`src/rtl/prng_range_sampler.sv`:
```
// Purpose : map raw PRNG words to unbiased integers in [0, r) (multiply-high + rejection) and stream them out.
// Latency : din sampled at edge n -> dout_valid after edge n+3 (empty FIFO, accepted word); range_load costs W busy cycles.
// Backpressure: valid/ready output; when the FIFO is full and not popping, an accepted sample is dropped and overflow sticks.
//
// Ports:
//   clk, reset            clock, synchronous active-high reset
//   din, din_valid        raw PRNG word and its qualifier (ignored while busy)
//   range_in, range_load  new range r (0 = passthrough); 1-cycle load strobe (also flushes everything)
//   busy                  threshold division in progress
//   dout, dout_valid      output sample / FIFO non-empty
//   dout_ready            consumer accept
//   overflow              sticky sample-dropped flag, cleared by reset or range_load
// Optional: define PRNG_SAMPLER_STATS_EN to add accept_count / reject_count outputs.

module prng_range_sampler #(
  parameter int W     = 32,
  parameter int DEPTH = 16
) (
  input  logic         clk,
  input  logic         reset,
  input  logic [W-1:0] din,
  input  logic         din_valid,
  input  logic [W-1:0] range_in,
  input  logic         range_load,
  output logic         busy,
  output logic [W-1:0] dout,
  output logic         dout_valid,
  input  logic         dout_ready,
  output logic         overflow
`ifdef PRNG_SAMPLER_STATS_EN
  ,
  output logic [31:0]  accept_count,
  output logic [31:0]  reject_count
`endif
);

  localparam int AW = $clog2(DEPTH);
  localparam int CW = (W > 1) ? $clog2(W) : 1;
  localparam logic [CW-1:0] LAST_STEP = CW'(W - 1);
  localparam logic [AW:0]   FULL_CNT  = (AW + 1)'(DEPTH);

  typedef enum logic {RUN, CALC} state_t;

  state_t state, state_nxt;

  // range / threshold
  logic [W-1:0]  r;
  logic [W-1:0]  t;
  logic [W-1:0]  div_q;     // dividend (2^W - r), shifted out MSB first
  logic [W-1:0]  rem;       // partial remainder, always < r
  logic [CW-1:0] cnt;
  logic [W:0]    rem_shift;
  logic [W-1:0]  rem_sub;
  logic [W-1:0]  rem_nxt;
  logic          rem_ge;

  // pipeline
  logic [2*W-1:0] prod;
  logic [2*W-1:0] m;
  logic           s1_vld;
  logic           accept;
  logic           s2_vld;
  logic [W-1:0]   s2_dat;

  // FIFO
  logic [W-1:0] mem [DEPTH];
  logic [AW:0]  wr_ptr, rd_ptr;
  logic [AW:0]  mem_cnt, occ;
  logic         full, pop, push, drop, load_out;

  // ------------------------------------------------------------------
  // Control FSM
  // ------------------------------------------------------------------
  always_ff @(posedge clk) begin
    if (reset) state <= RUN;
    else       state <= state_nxt;
  end

  always_comb begin
    state_nxt = state;
    if (range_load)
      state_nxt = CALC;
    else if (state == CALC && (r == '0 || cnt == LAST_STEP))
      state_nxt = RUN;
  end

  assign busy = (state == CALC);

  // ------------------------------------------------------------------
  // Threshold t = (2^W - r) mod r by restoring division, one bit per cycle.
  // 2^W - r is the W-bit two's complement of r. rem < r always, so the
  // W-bit subtraction below is exact whenever rem_ge is set.
  // ------------------------------------------------------------------
  assign rem_shift = {rem, div_q[W-1]};
  assign rem_ge    = (rem_shift >= {1'b0, r});
  assign rem_sub   = rem_shift[W-1:0] - r;
  assign rem_nxt   = rem_ge ? rem_sub : rem_shift[W-1:0];

  always_ff @(posedge clk) begin
    if (reset) begin
      r     <= '0;
      t     <= '0;
      div_q <= '0;
      rem   <= '0;
      cnt   <= '0;
    end else if (range_load) begin
      r     <= range_in;
      t     <= '0;
      div_q <= ~range_in + {{(W-1){1'b0}}, 1'b1};
      rem   <= '0;
      cnt   <= '0;
    end else if (state == CALC && r != '0) begin
      rem   <= rem_nxt;
      div_q <= {div_q[W-2:0], 1'b0};
      cnt   <= cnt + 1'b1;
      if (cnt == LAST_STEP) t <= rem_nxt;
    end
  end

  // ------------------------------------------------------------------
  // Stage 1: m = din * r. For r = 0 the raw word is placed in the high
  // half; with t = 0 stage 2 then accepts it unchanged.
  // ------------------------------------------------------------------
  assign prod = {{W{1'b0}}, din} * {{W{1'b0}}, r};

  always_ff @(posedge clk) begin
    if (reset || range_load) begin
      s1_vld <= 1'b0;
      m      <= '0;
    end else begin
      s1_vld <= (state == RUN) && din_valid;
      if (state == RUN && din_valid)
        m <= (r == '0) ? {din, {W{1'b0}}} : prod;
    end
  end

  // ------------------------------------------------------------------
  // Stage 2: Lemire rejection on the low half.
  // ------------------------------------------------------------------
  assign accept = (m[W-1:0] >= t);

  always_ff @(posedge clk) begin
    if (reset || range_load) begin
      s2_vld <= 1'b0;
      s2_dat <= '0;
    end else begin
      s2_vld <= s1_vld && accept;
      s2_dat <= m[2*W-1:W];
    end
  end

  // ------------------------------------------------------------------
  // FIFO: memory plus a registered head. Occupancy counts both, so the
  // total capacity is exactly DEPTH.
  // ------------------------------------------------------------------
  assign mem_cnt  = wr_ptr - rd_ptr;
  assign occ      = mem_cnt + {{AW{1'b0}}, dout_valid};
  assign full     = (occ == FULL_CNT);
  assign pop      = dout_valid && dout_ready;
  assign push     = s2_vld && (!full || pop);
  assign drop     = s2_vld && full && !pop;
  assign load_out = (mem_cnt != '0) && (!dout_valid || pop);

  always_ff @(posedge clk) begin
    if (push) mem[wr_ptr[AW-1:0]] <= s2_dat;
  end

  always_ff @(posedge clk) begin
    if (reset || range_load) begin
      wr_ptr     <= '0;
      rd_ptr     <= '0;
      dout       <= '0;
      dout_valid <= 1'b0;
      overflow   <= 1'b0;
    end else begin
      if (push) wr_ptr <= wr_ptr + 1'b1;
      if (load_out) begin
        dout       <= mem[rd_ptr[AW-1:0]];
        rd_ptr     <= rd_ptr + 1'b1;
        dout_valid <= 1'b1;
      end else if (pop) begin
        dout_valid <= 1'b0;
      end
      if (drop) overflow <= 1'b1;
    end
  end

`ifdef PRNG_SAMPLER_STATS_EN
  // One count per stage-2 decision made under the current range.
  always_ff @(posedge clk) begin
    if (reset || range_load) begin
      accept_count <= '0;
      reject_count <= '0;
    end else if (s1_vld && state == RUN) begin
      if (accept) accept_count <= accept_count + 32'd1;
      else        reject_count <= reject_count + 32'd1;
    end
  end
`endif

endmodule

```
`config.mk`:
```
export PLATFORM = sky130hd
export DESIGN_NAME = prng_range_sampler
export DESIGN_NICKNAME = d
export VERILOG_FILES = /design/src/rtl/prng_range_sampler.sv
export SDC_FILE = /design/constraint.sdc
export NUM_CORES = 2
export LEC_CHECK = 0
export CORE_MARGIN = 2
export CORE_UTILIZATION = 46
export CTS_BUF_LIST = sky130_fd_sc_hd__clkbuf_8
export DETAILED_ROUTE_END_ITERATION = 12
export DONT_BUFFER_PORTS = 1
export PLACE_DENSITY = 0.68
export SETUP_SLACK_MARGIN = 0.05
export SYNTH_ARGS = -nofsm -noshare
export SYNTH_HDL_FRONTEND = slang
export SYNTH_SLANG_ARGS = --single-unit
```
`constraint.sdc`:
```
create_clock -name clk -period 21 [get_ports clk]
set_input_delay 2.1 -clock clk [delete_from_list [all_inputs] [get_ports clk]]
set_output_delay 2.1 -clock clk [all_outputs]
set_load 0.005 [all_outputs]
```
Word level (Yosys, flattened, before mapping)
Memory sizes are Yosys's and may differ from the RTL's. A register that Yosys moved wholly into a read port is not among the register bits.
Index checks and enable logic that the tools add are counted.
Operators by class
  $add $sub $neg: 7
  shift operators: 0
  divide/modulo/power cells: 0
  $lt $le $gt $ge: 2
  eq/ne operators: 2
  bitwise logic cells: 2
  multipliers: 1
  muxes and demuxes: 10
  reductions and logical operators: 24
Operators by type and width (number)
  $mux W32: 3
  $mul A32 B32 Y64: 1
  $mux W64: 1
  $ge A33 B32 Y1: 1
  $add A32 B1 Y32 const B: 1
  $ge A32 B32 Y1: 1
  $logic_not A32 Y1: 1
  $not A32 Y32: 1
  $reduce_bool A32 Y1: 1
  $sub A32 B32 Y32: 1
  $add A5 B1 Y5 const B: 3
  $eq A5 B5 Y1 const B: 2
  $logic_and A1 B1 Y1: 9
  $mux W1: 6
  $reduce_bool A2 Y1: 3
  $add A5 B1 Y5: 1
  $reduce_bool A5 Y1: 1
  $sub A5 B5 Y5: 1
  $logic_or A1 B1 Y1: 4
  $logic_not A1 Y1: 3
  $reduce_and A2 Y1: 1
  $reduce_or A2 Y1: 1
  $not A1 Y1: 1
Word-level totals
  bits in latches: 0
  RAM bits: 512
  bits in registers: 244
  memories: 1
  ROM bits: 0
  logic and storage cells: 63
Memory list
  mem: depth 16, width 32, rd ports 1, clocked after memory_dff 1, write ports 1, RTL line 66  | logic [W-1:0] mem [DEPTH];

Longest topological paths before layout
  depth after elaboration: 8
  depth in mapped cells: 28
  mapped depth without buffers: 25

Worst setup path before layout
OpenSTA, ideal clock, no wires.
  path type: input -> register
  from: in din[18]
  to: reg m[51]
  path buffers: 2
  slack: 12.202 ns
  stages: 23
  data arrival time: 8.724 ns
  cells stage by stage: clkbuf_1 and2_1 fa_1 inv_1 fa_1 fa_1 fa_1 inv_1 fa_1 fa_1 fa_1 fa_1 ha_1 clkbuf_1 a21oi_1 o21a_1 a21boi_0 o21ai_0 o2bb2ai_1 o311ai_1 a21boi_0 xor2_1 o21ai_0
On the way
  longest elaborated chain between the ends: 2
Ends and longest elaborated chain
  from (decl): RTL line 21  | input logic [W-1:0] din,
  $mul A32 B32 Y64: RTL line 124  | assign prod = {{W{1'b0}}, din} * {{W{1'b0}}, r};
  $mux W64: RTL line 133  | m <= (r == '0) ? {din, {W{1'b0}}} : prod;
  to (signal assigned): RTL line 133
  to (decl): RTL line 59  | logic [2*W-1:0] m;
Every way passes these cells.
A chain may end at the register's enable or synchronous reset.

Worst setup path after layout
  from: in din[17]
  to: reg m[49]
On the way
  longest elaborated chain between the ends: 2
Ends and longest elaborated chain (RTL line)
  $mul A32 B32 Y64: 124
  $mux W64 *: 133
Every way passes the cells marked *; elsewhere a longest branch is shown, timed or not.

==> metrics <==
status completed; site row count 139; clock power share 0.142; fin. max-slew vios 0; Seq. cell area 20900 um^2; Synth top area share 0.272; NetSw 0.00433 W; Worst-Skew Late Latency 0.82 ns; initial core utilization 0.462; RD Place Congestion 0.936; Boundary Pins 104; Power Density 126 nW/um^2; Fmax 112 MHz; Synth Instances 6099; Clk Tree Root Cell clkbuf_8; most used flip-flop cell after synthesis edfxtp_1; crit path cell chain and2_1 -> fa_1 -> fa_1 -> inv_1 -> fa_1 -> fa_1 -> inv_1 -> fa_1 -> fa_1 -> fa_1 -> fa_1 -> ha_1 -> nand2_1 -> nor2_1 -> a21boi_0 -> o21ai_0 -> o2bb2ai_1 -> o311ai_1 -> o41ai_1 -> o31ai_1; MaxCap Viol Count 0; startpoint types primary input; Area Growth Syn to Fin 6.13%; Max stage delay on crit path 1.06 ns; initial antenna violation count 8; WL met1 73.4 mm; clock sink count 788; TritonCTS buffer count 120; layout cells sized above 1 0.0724; Avg Inst Size Synth 10.8 um^2; setup TNS 0 ns; setup violators final 0; Max FO, Critical Path 33; Max Root-Sink Buffers 3; Post-CTS Hold Buffers 0; min Tclk post-route 8.97 ns; internal power 0.00453 W; Final Skew 0.0852 ns; clock-pin slew on the worst setup and hold paths 0.06 ns; Max Used Layer met5; WL met2 86.7 mm; Met3 Routed Length 16.1 mm; Port-buffer cells 0; Final WS setup 12.04 ns; Slowest cell on crit path o311ai_1; Total Power 0.00886 W; largest net degree at the start of global routing 100; Setup CP Type in2reg; Die ar. 147000 um^2; vias post-DR 44.8k; Switching Fraction 0.489; Hold Crit Class reg2reg; sequential share of power 0.200; CTS HTree Levels 3; placed cell count 7685; Syn Nets 7407; cell mode on critical path fa_1; Logic pwr share 0.657; Fill cells 12.7k; post-place setup slack 11.46 ns; Max VDD drop 0.202 mV; DRT Pass-1 Iters 7; number of remaining DRC errors 0; gr ovfl total 0; Routed WL 182 mm; post-synthesis sequential area ratio 0.316; post_cts resized 0; Die Height 383 um; crit path DAT 9.63 ns; Slew headroom 0.146; via/cell ratio 5.65; cell depth of the worst flop-to-flop path 20; WP buf/inv 2; Crit path max-delay family adder cells; Final period util 0.427; area of the multi-input gates 40400 um^2; Worst Setup End Kind flip-flop; nets@finish 7212; synth top area cells fa_1 27%, edfxtp_1 23%, dfxtp_1 8.4%; die span in x 383 um; share of flip-flops with an asynchronous set or reset 0; cell taking the most area after synthesis fa_1; initial DRC count 4220; Core Area 143000 um^2; Ys Warns 0; WHS 0.429 ns; RSZ-0062 raised after global routing false; actual slew at the worst max-slew pin 1.26 ns; routed wire length per instance 23.0 um; first-pass GRT wire length 283 mm; Final Hold Viols 0; register bit count reported by yosys 788; Worst Hold Path Cells 2; fin cells 7921; synthesized area 66100 um^2; Critical Path RT 21.67 ns; DRT antenna net count 0; CTS tree yes; vias in the first global route 47.4k; Post-synth EDFFs 512; Post-CTS Setup Bufs 0; P_leak 29.6 nW; post-DP HPWL 123 mm; Crit path depth 20; post-synth cell types 70; total global-route track usage 0.252
[power groups by stage]
stage / logic, W / registers, W / clock network (W)
floorplan: 0.00406 / 0.00176 / 0
global placement: 0.00568 / 0.00181 / 0
detailed placement: 0.00569 / 0.00181 / 0
CTS: 0.00573 / 0.00178 / 0.00129
global route: 0.00642 / 0.00179 / 0.00135
finish: 0.00582 / 0.00178 / 0.00126
[worst paths after layout]
check	startpoint	slack (ns)	end
worst max register to register	r[10]$_SDFFE_PP0P_	12.24	m[49]$_SDFFE_PP0P_
worst max-delay path	din[17]	12.04	m[49]$_SDFFE_PP0P_
worst min-delay path	s1_vld$_SDFF_PP0_	0.43	s2_vld$_SDFF_PP0_
worst min register to register	s1_vld$_SDFF_PP0_	0.43	s2_vld$_SDFF_PP0_
[flip-flops by register name, indices dropped and copies added, names as in the netlist, 5 cells and up]
name / count
m: 64
rd_ptr: 5
cnt: 5
mem: 512
s2_dat: 32
rem: 32
t: 32
r: 32
div_q: 32
wr_ptr: 5
dout: 32
[through the flow]
stage / util / area, um^2
2_1_floorplan: - / 66100
3_3_place_gp: 0.473 / 67700
3_5_place_dp: 0.473 / 67700
4_1_cts: 0.490 / 70100
5_1_grt: 0.490 / 70100
6_report: 0.490 / 70100
[kinds of logic after synthesis]
group | after synthesis | share of synthesized area
and+or+nand+nor | 1736 | 0.131
muxes | 216 | 0.0631
DFF | 788 | 0.316
buffers and inverters | 1317 | 0.0749
AOI/OAI and AO/OA | 686 | 0.0623
xor gates and xnor gates | 117 | 0.0155
adders and majority gates | 1239 | 0.337
[final cells by class]
type,instances,area share
clock inverters,92,0.00812
inverters,936,0.0501
flip-flops and latches,788,0.298
repair buffers,64,0.00685
clock buffers,137,0.0269
multi-input cells,3994,0.576
well taps,1903,0.0339
diodes,7,0.000250
[worst min-delay path, stage by stage (launching register included)]
cell	delay [ns]
dfxtp_1	0.30
nand2_1	0.05
nor2_1	0.05
[layout by cell type (no fill, tap or decap), types with 167 or more instances in the layout]
cell type / instances
fa_1: 898
dfxtp_1: 273
a21oi_1: 271
and2_1: 627
o21ai_0: 167
inv_1: 987
edfxtp_1: 512
nor2_1: 181
nand2_1: 669
ha_1: 341
[cell usage after synthesis, types with 78 or more instances]
master and instances:
xnor2_1 78, nor2_1 194, ha_1 341, clkbuf_1 348, and2_1 628, inv_1 935
o21ai_0 167, a21oi_1 271, edfxtp_1 512, nand2_1 669, fa_1 898, dfxtp_1 276
mux4_2 160
[layer usage]
metal	GRT usage	up-vias
li1	-	19400
met1	0.336	22900
met2	0.415	2075
met3	0.0488	410
met4	0.0798	2
met5	0	-
Power figures use the tool's default switching activity.
